## src/rtl/ps2_pkg.sv

```systemverilog
// Shared definitions for the PS/2 host blocks.
// Holds the host-transmit FSM state enum, common command/response bytes and
// the frame parity helper.
package ps2_pkg;

  typedef enum logic [2:0] {
    ST_IDLE,
    ST_INHIBIT,
    ST_START,
    ST_BITS,
    ST_ACK,
    ST_RELEASE,
    ST_DONE
  } ps2_state_e;

  localparam logic [7:0] CMD_SET_LEDS = 8'hED;
  localparam logic [7:0] CMD_ECHO     = 8'hEE;
  localparam logic [7:0] CMD_RESET    = 8'hFF;
  localparam logic [7:0] RSP_ACK      = 8'hFA;

  // PS/2 frames use odd parity: data bits plus parity hold an odd number of ones.
  function automatic logic odd_parity(input logic [7:0] b);
    return ~^b;
  endfunction

endpackage

```

## src/rtl/ps2_line_filter.sv

```systemverilog
// PS/2 line conditioner: 2-flop synchronizer, FILT_CYC-sample stability
// filter and falling-edge detector. Shared by host transmitter and receiver.
// Ports:
//   clk, rst   system clock, async active-high reset
//   pin_in     raw pin level
//   level      filtered level (1 after reset)
//   fall       one-cycle pulse in the first cycle level reads 0 after a 1
module ps2_line_filter #(
  parameter int unsigned FILT_CYC = 8
) (
  input  logic clk,
  input  logic rst,
  input  logic pin_in,
  output logic level,
  output logic fall
);

  localparam int unsigned CW = $clog2(FILT_CYC + 1);

  logic          sync1_q, sync2_q;
  logic [CW-1:0] cnt_q, cnt_d;
  logic          level_q, level_d;
  logic          fall_q, fall_d;

  always_ff @(posedge clk or posedge rst) begin
    if (rst) begin
      sync1_q <= 1'b1;
      sync2_q <= 1'b1;
      cnt_q   <= '0;
      level_q <= 1'b1;
      fall_q  <= 1'b0;
    end else begin
      sync1_q <= pin_in;
      sync2_q <= sync1_q;
      cnt_q   <= cnt_d;
      level_q <= level_d;
      fall_q  <= fall_d;
    end
  end

  // cnt_q counts consecutive samples disagreeing with the accepted level;
  // any agreeing sample restarts the count.
  always_comb begin
    cnt_d   = cnt_q;
    level_d = level_q;
    fall_d  = 1'b0;
    if (sync2_q == level_q) begin
      cnt_d = '0;
    end else if (cnt_q == CW'(FILT_CYC - 1)) begin
      cnt_d   = '0;
      level_d = sync2_q;
      fall_d  = ~sync2_q;
    end else begin
      cnt_d = cnt_q + 1'b1;
    end
  end

  assign level = level_q;
  assign fall  = fall_q;

endmodule

```

## src/rtl/ps2_host_tx.sv

```systemverilog
// PS/2 host-to-device command transmitter.
// Inhibits the bus, issues a start bit, shifts out d0..d7, odd parity and
// stop on device clock falls, then samples the device ACK bit.
// Ports:
//   clk, rst                    system clock, async active-high reset
//   ps2_clk_in, ps2_data_in     raw pin levels
//   ps2_clk_oe, ps2_data_oe     1 = pull line low (open drain)
//   wr_valid, wr_data, wr_ready command byte handshake (ready only in IDLE)
//   busy                        high outside IDLE
//   done, err                   end-of-transfer pulse, err = NACK or timeout
module ps2_host_tx
  import ps2_pkg::*;
#(
  parameter int unsigned INHIBIT_CYC = 2500,
  parameter int unsigned TIMEOUT_CYC = 500000,
  parameter int unsigned FILT_CYC    = 8
) (
  input  logic       clk,
  input  logic       rst,
  input  logic       ps2_clk_in,
  input  logic       ps2_data_in,
  output logic       ps2_clk_oe,
  output logic       ps2_data_oe,
  input  logic       wr_valid,
  input  logic [7:0] wr_data,
  output logic       wr_ready,
  output logic       busy,
  output logic       done,
  output logic       err
);

  localparam int unsigned IW = $clog2(INHIBIT_CYC + 1);
  localparam int unsigned TW = $clog2(TIMEOUT_CYC + 1);

  ps2_state_e    state_q, state_d;
  logic [8:0]    frame_q, frame_d;      // {parity, d7..d0}
  logic [3:0]    bit_idx_q, bit_idx_d;
  logic [IW-1:0] inh_cnt_q, inh_cnt_d;
  logic [TW-1:0] to_cnt_q, to_cnt_d;
  logic          err_q, err_d;

  logic clk_lvl, clk_fall, data_lvl, data_fall_unused;
  logic xfer_active, timeout_hit;

  ps2_line_filter #(.FILT_CYC(FILT_CYC)) u_clk_filt (
    .clk    (clk),
    .rst    (rst),
    .pin_in (ps2_clk_in),
    .level  (clk_lvl),
    .fall   (clk_fall)
  );

  ps2_line_filter #(.FILT_CYC(FILT_CYC)) u_data_filt (
    .clk    (clk),
    .rst    (rst),
    .pin_in (ps2_data_in),
    .level  (data_lvl),
    .fall   (data_fall_unused)
  );

  always_ff @(posedge clk or posedge rst) begin
    if (rst) begin
      state_q   <= ST_IDLE;
      frame_q   <= '0;
      bit_idx_q <= '0;
      inh_cnt_q <= '0;
      to_cnt_q  <= '0;
      err_q     <= 1'b0;
    end else begin
      state_q   <= state_d;
      frame_q   <= frame_d;
      bit_idx_q <= bit_idx_d;
      inh_cnt_q <= inh_cnt_d;
      to_cnt_q  <= to_cnt_d;
      err_q     <= err_d;
    end
  end

  assign xfer_active = (state_q == ST_START) || (state_q == ST_BITS) ||
                       (state_q == ST_ACK)   || (state_q == ST_RELEASE);
  // to_cnt_q is 0 in the first START cycle, so DONE lands TIMEOUT_CYC cycles later.
  assign timeout_hit = xfer_active && (to_cnt_q == TW'(TIMEOUT_CYC - 1));

  always_comb begin
    state_d   = state_q;
    frame_d   = frame_q;
    bit_idx_d = bit_idx_q;
    inh_cnt_d = inh_cnt_q;
    to_cnt_d  = to_cnt_q;
    err_d     = err_q;
    if (xfer_active) to_cnt_d = to_cnt_q + 1'b1;
    unique case (state_q)
      ST_IDLE: begin
        if (wr_valid) begin
          frame_d   = {odd_parity(wr_data), wr_data};
          bit_idx_d = '0;
          inh_cnt_d = '0;
          to_cnt_d  = '0;
          err_d     = 1'b0;
          state_d   = ST_INHIBIT;
        end
      end
      ST_INHIBIT: begin
        if (inh_cnt_q == IW'(INHIBIT_CYC)) state_d = ST_START;
        else                               inh_cnt_d = inh_cnt_q + 1'b1;
      end
      ST_START: begin
        if (clk_fall) begin
          bit_idx_d = '0;
          state_d   = ST_BITS;
        end
      end
      ST_BITS: begin
        // The fall after parity presents stop (line released), which is ACK's drive.
        if (clk_fall) begin
          if (bit_idx_q == 4'd8) state_d = ST_ACK;
          else                   bit_idx_d = bit_idx_q + 1'b1;
        end
      end
      ST_ACK: begin
        if (clk_fall) begin
          err_d   = data_lvl;
          state_d = ST_RELEASE;
        end
      end
      ST_RELEASE: begin
        if (clk_lvl && data_lvl) state_d = ST_DONE;
      end
      ST_DONE: state_d = ST_IDLE;
      default: state_d = ST_IDLE;
    endcase
    if (timeout_hit) begin
      err_d   = 1'b1;
      state_d = ST_DONE;
    end
  end

  always_comb begin
    ps2_clk_oe  = 1'b0;
    ps2_data_oe = 1'b0;
    wr_ready    = 1'b0;
    busy        = 1'b1;
    done        = 1'b0;
    err         = 1'b0;
    unique case (state_q)
      ST_IDLE: begin
        wr_ready = 1'b1;
        busy     = 1'b0;
      end
      ST_INHIBIT: begin
        ps2_clk_oe  = 1'b1;
        ps2_data_oe = (inh_cnt_q == IW'(INHIBIT_CYC));
      end
      ST_START:   ps2_data_oe = 1'b1;
      ST_BITS:    ps2_data_oe = ~frame_q[bit_idx_q];
      ST_ACK:     ps2_data_oe = 1'b0;
      ST_RELEASE: ps2_data_oe = 1'b0;
      ST_DONE: begin
        done = 1'b1;
        err  = err_q;
      end
      default: ;
    endcase
  end

endmodule
```

## config.mk

```make
export PLATFORM = sky130hd
export DESIGN_NAME = ps2_host_tx
export DESIGN_NICKNAME = d
export VERILOG_FILES = /design/src/rtl/ps2_pkg.sv /design/src/rtl/ps2_line_filter.sv /design/src/rtl/ps2_host_tx.sv
export SDC_FILE = /design/constraint.sdc
export NUM_CORES = 1
export LEC_CHECK = 0
export ABC_CLOCK_PERIOD_IN_PS = 3200
export BUFFER_PORTS_ARGS = -buffer_cell sky130_fd_sc_hd__buf_2
export CAP_MARGIN = 20
export CORE_MARGIN = 3
export CORE_UTILIZATION = 60
export CTS_CLUSTER_DIAMETER = 30
export CTS_CLUSTER_SIZE = 24
export DETAILED_ROUTE_END_ITERATION = 10
export PLACE_DENSITY_LB_ADDON = 0.25
export SYNTH_ARGS = -nofsm -noshare
export SYNTH_HDL_FRONTEND = slang
export SYNTH_SLANG_ARGS = --single-unit
export TNS_END_PERCENT = 10
```

## constraint.sdc

```tcl
create_clock -name clk -period 3.2 [get_ports clk]
set_clock_uncertainty 0.15 [all_clocks]
set_input_delay 0.64 -clock clk [delete_from_list [all_inputs] [get_ports clk]]
set_output_delay 0.64 -clock clk [all_outputs]
set_load 0.01 [all_outputs]
```

==> tab_implementation.tex, run 1 <==
\begin{tabular}{lr}
\hline
Metric & Value \\
\hline
\multicolumn{2}{l}{\textbf{Clocking}} \\
CTS sink cnt & 63 \\
Count of buffers added by post-CTS timing repair for setup & 0 \\
Total clock buffers created by CTS & 9 \\
Clk\_lat worst skew & 340 ps \\
Clock Tree Root & clkbuf\_8 \\
CTS-repair resized insts & 0 \\
Number of H-tree branching levels & 3 \\
TritonCTS clock tree & yes \\
Number of buffers between clock root and the deepest sink & 2 \\
Clock transition at the register clock pins on the worst setup and hold paths after CTS & 70 ps \\
\multicolumn{2}{l}{\textbf{Cells and area}} \\
Final non-filler cell area & 3800 µm² \\
Nets & 393 \\
Final antenna diode count & 0 \\
Area growth from synthesis to final layout & 11.4\% \\
Utilization of the core after routing & 71.7\% \\
Layout fillers & 408 \\
Fraction of layout cells with a size suffix above 1 & 16.0\% \\
\multicolumn{2}{l}{\textbf{Synth}} \\
Fraction of post-synthesis cell area in the top cell type by area & 41.8\% \\
Post-Syn Nets & 370 \\
Adder-cell area share of the yosys netlist & 3.67\% \\
Post-synthesis mux area share & 3.45\% \\
Post-Synth XOR/XNOR Area & 6.68\% \\
Simple logic cell fraction of the synthesized area & 26.8\% \\
Combinational family with the most area after synthesis & simple AND/OR/NAND/NOR gates \\
Most common cell in the netlist & dfrtp\_1 \\
Post-Synthesis Cell Area & 3410 µm² \\
Flop and latch count out of synthesis & 63 \\
Number of enable-type register cells in the synthesized netlist & 0 \\
Post-synthesis cell type with the largest combined area & dfrtp\_1 \\
Leading post-synthesis cells by instance count & dfrtp\_1, nand2\_1, nor2\_1 \\
Post-synthesis cell count & 347 \\
Synth Area in Compound Gates & 9.83\% \\
Share of the yosys chip area belonging to registers & 46.5\% \\
Yosys cell types & 62 \\
Yosys synthesis warning count & 0 \\
Async set or reset register ratio after synthesis & 100\% \\
Post-synth top flop & dfrtp\_1 \\
Syn\_area\_per\_cell & 9.83 µm² \\
Synth top area cells & dfrtp\_1, nand2\_1, dfstp\_2, xnor2\_1, ha\_1 \\
\multicolumn{2}{l}{\textbf{Routing}} \\
Final Routed Wirelength & 6660 µm \\
Post-detailed-route wirelength per cell & 15.0 µm \\
Via total after detailed routing & 2580 \\
Number of DRC markers after the initial detailed-route iteration & 161 \\
Avg Vias per Cell & 5.80 \\
Post-detailed-route count of antenna-violating nets & 0 \\
Initial DRT Pass Iterations & 4 \\
DRC viols & 0 \\
\multicolumn{2}{l}{\textbf{Timing}} \\
Final Hold Vio Count & 0 \\
Worst relative slew slack & 61.4\% \\
Final Max Tran Viols & 0 \\
Count of endpoints failing setup in the final report & 0 \\
Achievable clock frequency & 0.364 GHz \\
Total negative slack for setup checks & 0 ps \\
Post-layout minimum cycle time & 2740 ps \\
Setup ws final & 455 ps \\
Final period util & 85.8\% \\
Slew at the pin with the worst max-slew slack & 576 ps \\
Setup repair after global routing missed its margin & false \\
\multicolumn{2}{l}{\textbf{Critical path}} \\
Maximum fanout encountered on the critical timing path & 18 \\
Cell-by-cell listing of the critical path & inv\_1, ha\_1, nand2\_1, o21a\_1, o21ai\_0, buf\_2 \\
Highest-delay cell along the critical path & dfrtp\_1 \\
Element type at the critical path end & primary output \\
Category of the most critical setup path & reg2out \\
Worst stage delay on the critical path & 590 ps \\
Data arrival time at the worst-slack endpoint & 1950 ps \\
Required time of the worst setup path & 2410 ps \\
Launching element type of the critical path & register \\
\multicolumn{2}{l}{\textbf{Floorplan}} \\
Number of placed I/O pins & 19 \\
Starting density of the core & 64.3\% \\
Standard cell core area & 5300 µm² \\
Die height & 81.4 µm \\
Floorplan die width & 81.4 µm \\
Total number of placement rows & 26 \\
Die Outline Area & 6620 µm² \\
\multicolumn{2}{l}{\textbf{GRT}} \\
Overall Global Routing Usage & 23.3\% \\
Global-route wire length before repair & 11800 µm \\
Via count of the first global-routing pass & 2578 \\
Number of antenna violations at the first check in global routing & 0 \\
Largest net degree at the start of global routing & 38 \\
Total overflow reported by the global router & 0 \\
\multicolumn{2}{l}{\textbf{Place}} \\
Count of input and output buffers & 18 \\
RePlAce Congestion & 0.867 \\
Worst slack, placed & 682 ps \\
Cell Area, Placed & 3560 µm² \\
HPWL after detailed placement & 4600 µm \\
\multicolumn{2}{l}{\textbf{Power and ir drop}} \\
VDD IR-drop max & 0.390 mV \\
Power density over the cells & 702 nW/µm² \\
P\_leak & 1.70 nW \\
Total Power & 2.67 mW \\
\multicolumn{2}{l}{\textbf{Status}} \\
Outcome & complete, no violations \\
\multicolumn{2}{l}{\textbf{Job}} \\
Max-Cap Viols & 0 \\
\multicolumn{2}{l}{\textbf{Worst hold path}} \\
Kind of path behind the tightest hold check & reg2reg \\
\hline
\end{tabular}
==> per-layer routing <==
metal / GRT usage (%) / routed length, µm
met4: 7.26 / 90
met2: 37.4 / 3190
met3: 7.54 / 265
met5: 0 / 0
met1: 29.9 / 3110
==> timing repair <==
item / CTS / global route
endpoints found under the setup margin: 0 / 0
endpoints found under the hold margin: 1 / 0
hold buffers: 1 / 0
==> cells in the final DEF, fill, tap and decap left out, types with 10 or more instances in the layout <==
master / instances
nor2_1: 30
nand2_1: 48
inv_1: 12
ha_1: 10
a21oi_1: 12
dfrtp_1: 57
xnor2_1: 15
buf_2: 18
o21ai_0: 11
xor2_1: 11
nand4_1: 12
nand3_1: 11
clkbuf_8: 11
==> through the flow <==
step	hold slack (ps)	cells
after floorplan	195	347
after global placement	196	428
after detailed placement	197	428
after CTS	207	445
after global routing	217	445
final	206	445
==> cell type report <==
| cell class | count | area [µm²] | area share (%) |
|---|---|---|---|
| timing repair buffer | 23 | 130 | 3.42 |
| multi-input combinational | 260 | 1720 | 45.2 |
| clock inverter | 5 | 80.1 | 2.11 |
| inverter | 13 | 48.8 | 1.28 |
| sequential | 63 | 1580 | 41.7 |
| tap | 70 | 87.6 | 2.30 |
| clock buffer | 11 | 151 | 3.98 |
==> final timing paths <==
check	cells past startpoint	slack (ps)	startpoint	end
max	6	460	state_q[2]	ps2_data_oe
min	0	210	u_data_filt.sync1_q	u_data_filt.sync2_q
max reg2reg	5	640	state_q[2]	to_cnt_q[18]
min reg2reg	0	210	u_data_filt.sync1_q	u_data_filt.sync2_q
max in group asynchronous	4	1720	rst	u_data_filt.level
min in group asynchronous	3	540	rst	to_cnt_q[9]
==> cell families (layout without fill, tap and decap cells) <==
family	count (synthesis)	after routing
and+or+nand+nor	164	164
adders and majority gates	10	10
DFF	63	63
AOI/OAI and AO/OA	51	51
muxes	9	9
buffers and inverters	24	52
xor gates and xnor gates	26	26
==> where the power goes <==
part / switching [mW] / internal (mW) / leakage [nW] / total, mW
Sequential: 0.228 / 1.01 / 0.807 / 1.24
Combinational: 0.320 / 0.318 / 0.783 / 0.638
Clock: 0.307 / 0.479 / 0.112 / 0.786
==> worst max-delay path, delay by kind of cell (launching register included) <==
kind	cells	cell delay [ps]
fa+ha+maj	1	220
simple gates	1	70
compound gates	2	360
flops	1	590
buf+inv	2	370
==> sequential cells by signal, summed over array words and instances, names as in the netlist <==
signal               count
u_data_filt.sync2_q      1
bit_idx_q                4
frame_q                  9
state_q                  3
u_data_filt.level        1
err_q                    1
u_data_filt.sync1_q      1
u_clk_filt.level         1
u_data_filt.cnt_q        4
u_clk_filt.fall          1
u_clk_filt.sync1_q       1
u_clk_filt.cnt_q         4
inh_cnt_q               12
to_cnt_q                19
u_clk_filt.sync2_q       1
Note: power is estimated with default switching activity, not from simulation.
==> run 2: changes to the inputs <==
--- a/config.mk
+++ b/config.mk
@@ -8,13 +8,14 @@
 export ABC_CLOCK_PERIOD_IN_PS = 3200
 export BUFFER_PORTS_ARGS = -buffer_cell sky130_fd_sc_hd__buf_2
 export CAP_MARGIN = 20
-export CORE_MARGIN = 3
 export CORE_UTILIZATION = 60
 export CTS_CLUSTER_DIAMETER = 30
 export CTS_CLUSTER_SIZE = 24
 export DETAILED_ROUTE_END_ITERATION = 10
+export GPL_ROUTABILITY_DRIVEN = 1
 export PLACE_DENSITY_LB_ADDON = 0.25
 export SYNTH_ARGS = -nofsm -noshare
 export SYNTH_HDL_FRONTEND = slang
+export SYNTH_HIERARCHICAL = 1
 export SYNTH_SLANG_ARGS = --single-unit
 export TNS_END_PERCENT = 10
==> tab_implementation.tex, run 2 <==
\begin{tabular}{lr}
\hline
Metric & Value \\
\hline
\multicolumn{2}{l}{\textbf{Status}} \\
Outcome & complete, no violations \\
\multicolumn{2}{l}{\textbf{Synth}} \\
Yosys synthesis warning count & 6 (+6) \\
Post-Synthesis Cell Area & 3360 µm² (-1.5\%) \\
Post-synthesis cell count & 339 (-2.3\%) \\
Post-Syn Nets & 362 (-2.2\%) \\
Syn\_area\_per\_cell & 9.90 µm² (+0.78\%) \\
\multicolumn{2}{l}{\textbf{Cells and area}} \\
Area growth from synthesis to final layout & 11.7\% \\
Final antenna diode count & 0 (unchanged) \\
Biggest register & to\_cnt\_q \\
Utilization of the core after routing & 71.6\% (-0.089 points) \\
Commonest non-fill, non-tap cells in the layout & dfrtp\_1, nand2\_1, nor2\_1 \\
FF+latch area & 1580 µm² (unchanged) \\
Fraction of layout cells with a size suffix above 1 & 15.5\% (-0.47 points) \\
Layout fillers & 375 (-8.1\%) \\
Total area of multi-input combinational cells & 1670 µm² (-2.8\%) \\
Leading cell type in the layout, fill and taps excluded & dfrtp\_1 \\
Number of flip-flops in the largest register & 19 (unchanged) \\
Post-layout instance count excluding filler cells & 437 (-1.8\%) \\
Nets & 385 (-2.0\%) \\
Biggest regs & to\_cnt\_q (19), inh\_cnt\_q (12), frame\_q (9) \\
\multicolumn{2}{l}{\textbf{Routing}} \\
Post-detailed-route wirelength per cell & 15.2 µm (+1.4\%) \\
Number of DRC markers after the initial detailed-route iteration & 199 (+24\%) \\
Final Routed Wirelength & 6630 µm (-0.45\%) \\
DRC viols & 0 (unchanged) \\
Via total after detailed routing & 2542 (-1.5\%) \\
Post-detailed-route count of antenna-violating nets & 0 (unchanged) \\
Initial DRT Pass Iterations & 4 (unchanged) \\
Avg Vias per Cell & 5.82 (+0.33\%) \\
\multicolumn{2}{l}{\textbf{Worst hold path}} \\
Kind of path behind the tightest hold check & in2async \\
\multicolumn{2}{l}{\textbf{Job}} \\
Max-Cap Viols & 0 (unchanged) \\
\multicolumn{2}{l}{\textbf{GRT}} \\
Global-route wire length before repair & 11500 µm (-2.3\%) \\
GRT busiest layer & met2 \\
Via count of the first global-routing pass & 2502 (-2.9\%) \\
Met2 usage & 40.3\% (+2.9 points) \\
Total overflow reported by the global router & 0 (unchanged) \\
Overall Global Routing Usage & 25.0\% (+1.7 points) \\
Largest net degree at the start of global routing & 49 (+29\%) \\
Number of antenna violations at the first check in global routing & 0 (unchanged) \\
Met3 GRT Util & 5.48\% (-2.1 points) \\
Met1 usage in global routing & 32.9\% (+2.9 points) \\
\multicolumn{2}{l}{\textbf{Timing}} \\
Total negative slack for setup checks & 0 ps (unchanged) \\
Setup repair after global routing missed its margin & false \\
Achievable clock frequency & 0.324 GHz (-11\%) \\
Final period util & 96.5\% (+11 points) \\
Worst relative slew slack & 54.6\% (-6.9 points) \\
Count of endpoints failing setup in the final report & 0 (unchanged) \\
Final Max Tran Viols & 0 (unchanged) \\
Slew at the pin with the worst max-slew slack & 676 ps (+101 ps) \\
Post-layout minimum cycle time & 3090 ps (+343 ps) \\
Final Hold Vio Count & 0 (unchanged) \\
\multicolumn{2}{l}{\textbf{Floorplan}} \\
Starting density of the core & 64.1\% (-0.20 points) \\
Die height & 76.8 µm (-5.6\%) \\
Standard cell core area & 5240 µm² (-1.2\%) \\
Die Outline Area & 5900 µm² (-11\%) \\
Number of placed I/O pins & 19 (unchanged) \\
Total number of placement rows & 26 (unchanged) \\
Floorplan die width & 76.8 µm (-5.6\%) \\
\multicolumn{2}{l}{\textbf{Critical path}} \\
Element type at the critical path end & primary output \\
Startpoint of the lowest-slack register-to-register path & state\_q[2] \\
Startpoint of the worst setup timing path & inh\_cnt\_q[4] \\
Depth of the most critical reg-to-reg path & 6 (+1) \\
Worst reg2reg endpoint & state\_q[0] \\
Launching element type of the critical path & register \\
Category of the most critical setup path & reg2out \\
Required time of the worst setup path & 2410 ps (about the same) \\
Data arrival time at the worst-slack endpoint & 2300 ps (+350 ps) \\
Slack of the worst reg-to-reg path & 710 ps (+70 ps) \\
Maximum fanout encountered on the critical timing path & 5 (-13) \\
Critical Path End & ps2\_data\_oe \\
\multicolumn{2}{l}{\textbf{Clocking}} \\
TritonCTS clock tree & yes \\
Number of buffers between clock root and the deepest sink & 2 (unchanged) \\
Count of buffers added by post-CTS timing repair for setup & 0 (unchanged) \\
Number of H-tree branching levels & 3 (unchanged) \\
Total clock buffers created by CTS & 9 (unchanged) \\
CTS sink cnt & 63 (unchanged) \\
Clk\_lat worst skew & 350 ps (about the same) \\
Clock Tree Root & clkbuf\_8 \\
Clock transition at the register clock pins on the worst setup and hold paths after CTS & 70 ps (about the same) \\
Quantity of hold-fixing buffers added after cts & 0 (-1) \\
CTS-repair resized insts & 0 (unchanged) \\
\multicolumn{2}{l}{\textbf{Power and ir drop}} \\
VDD IR-drop max & 0.514 mV (+32\%) \\
Power density over the cells & 634 nW/µm² (-9.6\%) \\
P\_leak & 1.70 nW (+0.20\%) \\
\multicolumn{2}{l}{\textbf{Place}} \\
Count of input and output buffers & 18 (unchanged) \\
HPWL after detailed placement & 4420 µm (-4.0\%) \\
Placed cells & 420 (-1.9\%) \\
RePlAce Congestion & 0.842 (-2.9\%) \\
\hline
\end{tabular}
-- run 2: per-layer routing --
layer / vias up / part of all wire, % / routed length, µm
li1: 1217 / - / -
met1: 1255 / 46 / 3070
met2: 60 / 48 / 3200
met3: 10 / 3.9 / 261
met4: 0 / 1.4 / 91
met5: - / 0 / 0
-- run 2: worst min-delay path by stage --
stage / slack, ps / startpoint / end / cells past startpoint
after floorplan: 200 / u_clk_filt/sync1_q / u_clk_filt/sync2_q / 0
after global placement: 200 / u_clk_filt/sync1_q / u_clk_filt/sync2_q / 0
after detailed placement: 200 / u_clk_filt/sync1_q / u_clk_filt/sync2_q / 0
after CTS: 80 / rst / u_data_filt/cnt_q[1] / 2
after global routing: 100 / rst / err_q / 2
final: 80 / rst / err_q / 2
-- run 2: final cells by class --
| type | instances | share of cell area (%) |
|---|---|---|
| Clock buffer | 10 | 3.67 |
| Tap cell | 70 | 2.34 |
| Multi-Input combinational cell | 252 | 44.6 |
| Sequential cell | 63 | 42.3 |
| Inverter | 14 | 1.40 |
| Timing Repair Buffer | 22 | 3.54 |
| Clock inverter | 6 | 2.24 |
-- run 2: critical path: stages, from the launching register on --
cell,delay [ps]
dfrtp_1,420
or4b_1,590
nor4_2,450
a22oi_1,150
o21ai_0,180
buf_2,160
-- run 2: power breakdown --
group | internal, mW | switching, mW
clock network | 0.457 | 0.322
registers | 0.934 | 0.141
logic | 0.234 | 0.289
-- run 2: through the flow --
stage          worst slack, ps  total power [mW]  hold slack (ps)  cell area [µm²]
6_report                   112              2.38             83.3             3750
5_1_grt                   28.7              2.51             95.2             3750
4_1_cts                   83.5              2.39             84.1             3730
3_5_place_dp               473              1.60              199             3510
3_3_place_gp               511              1.57              195             3510
2_1_floorplan              689              1.46              195             3360
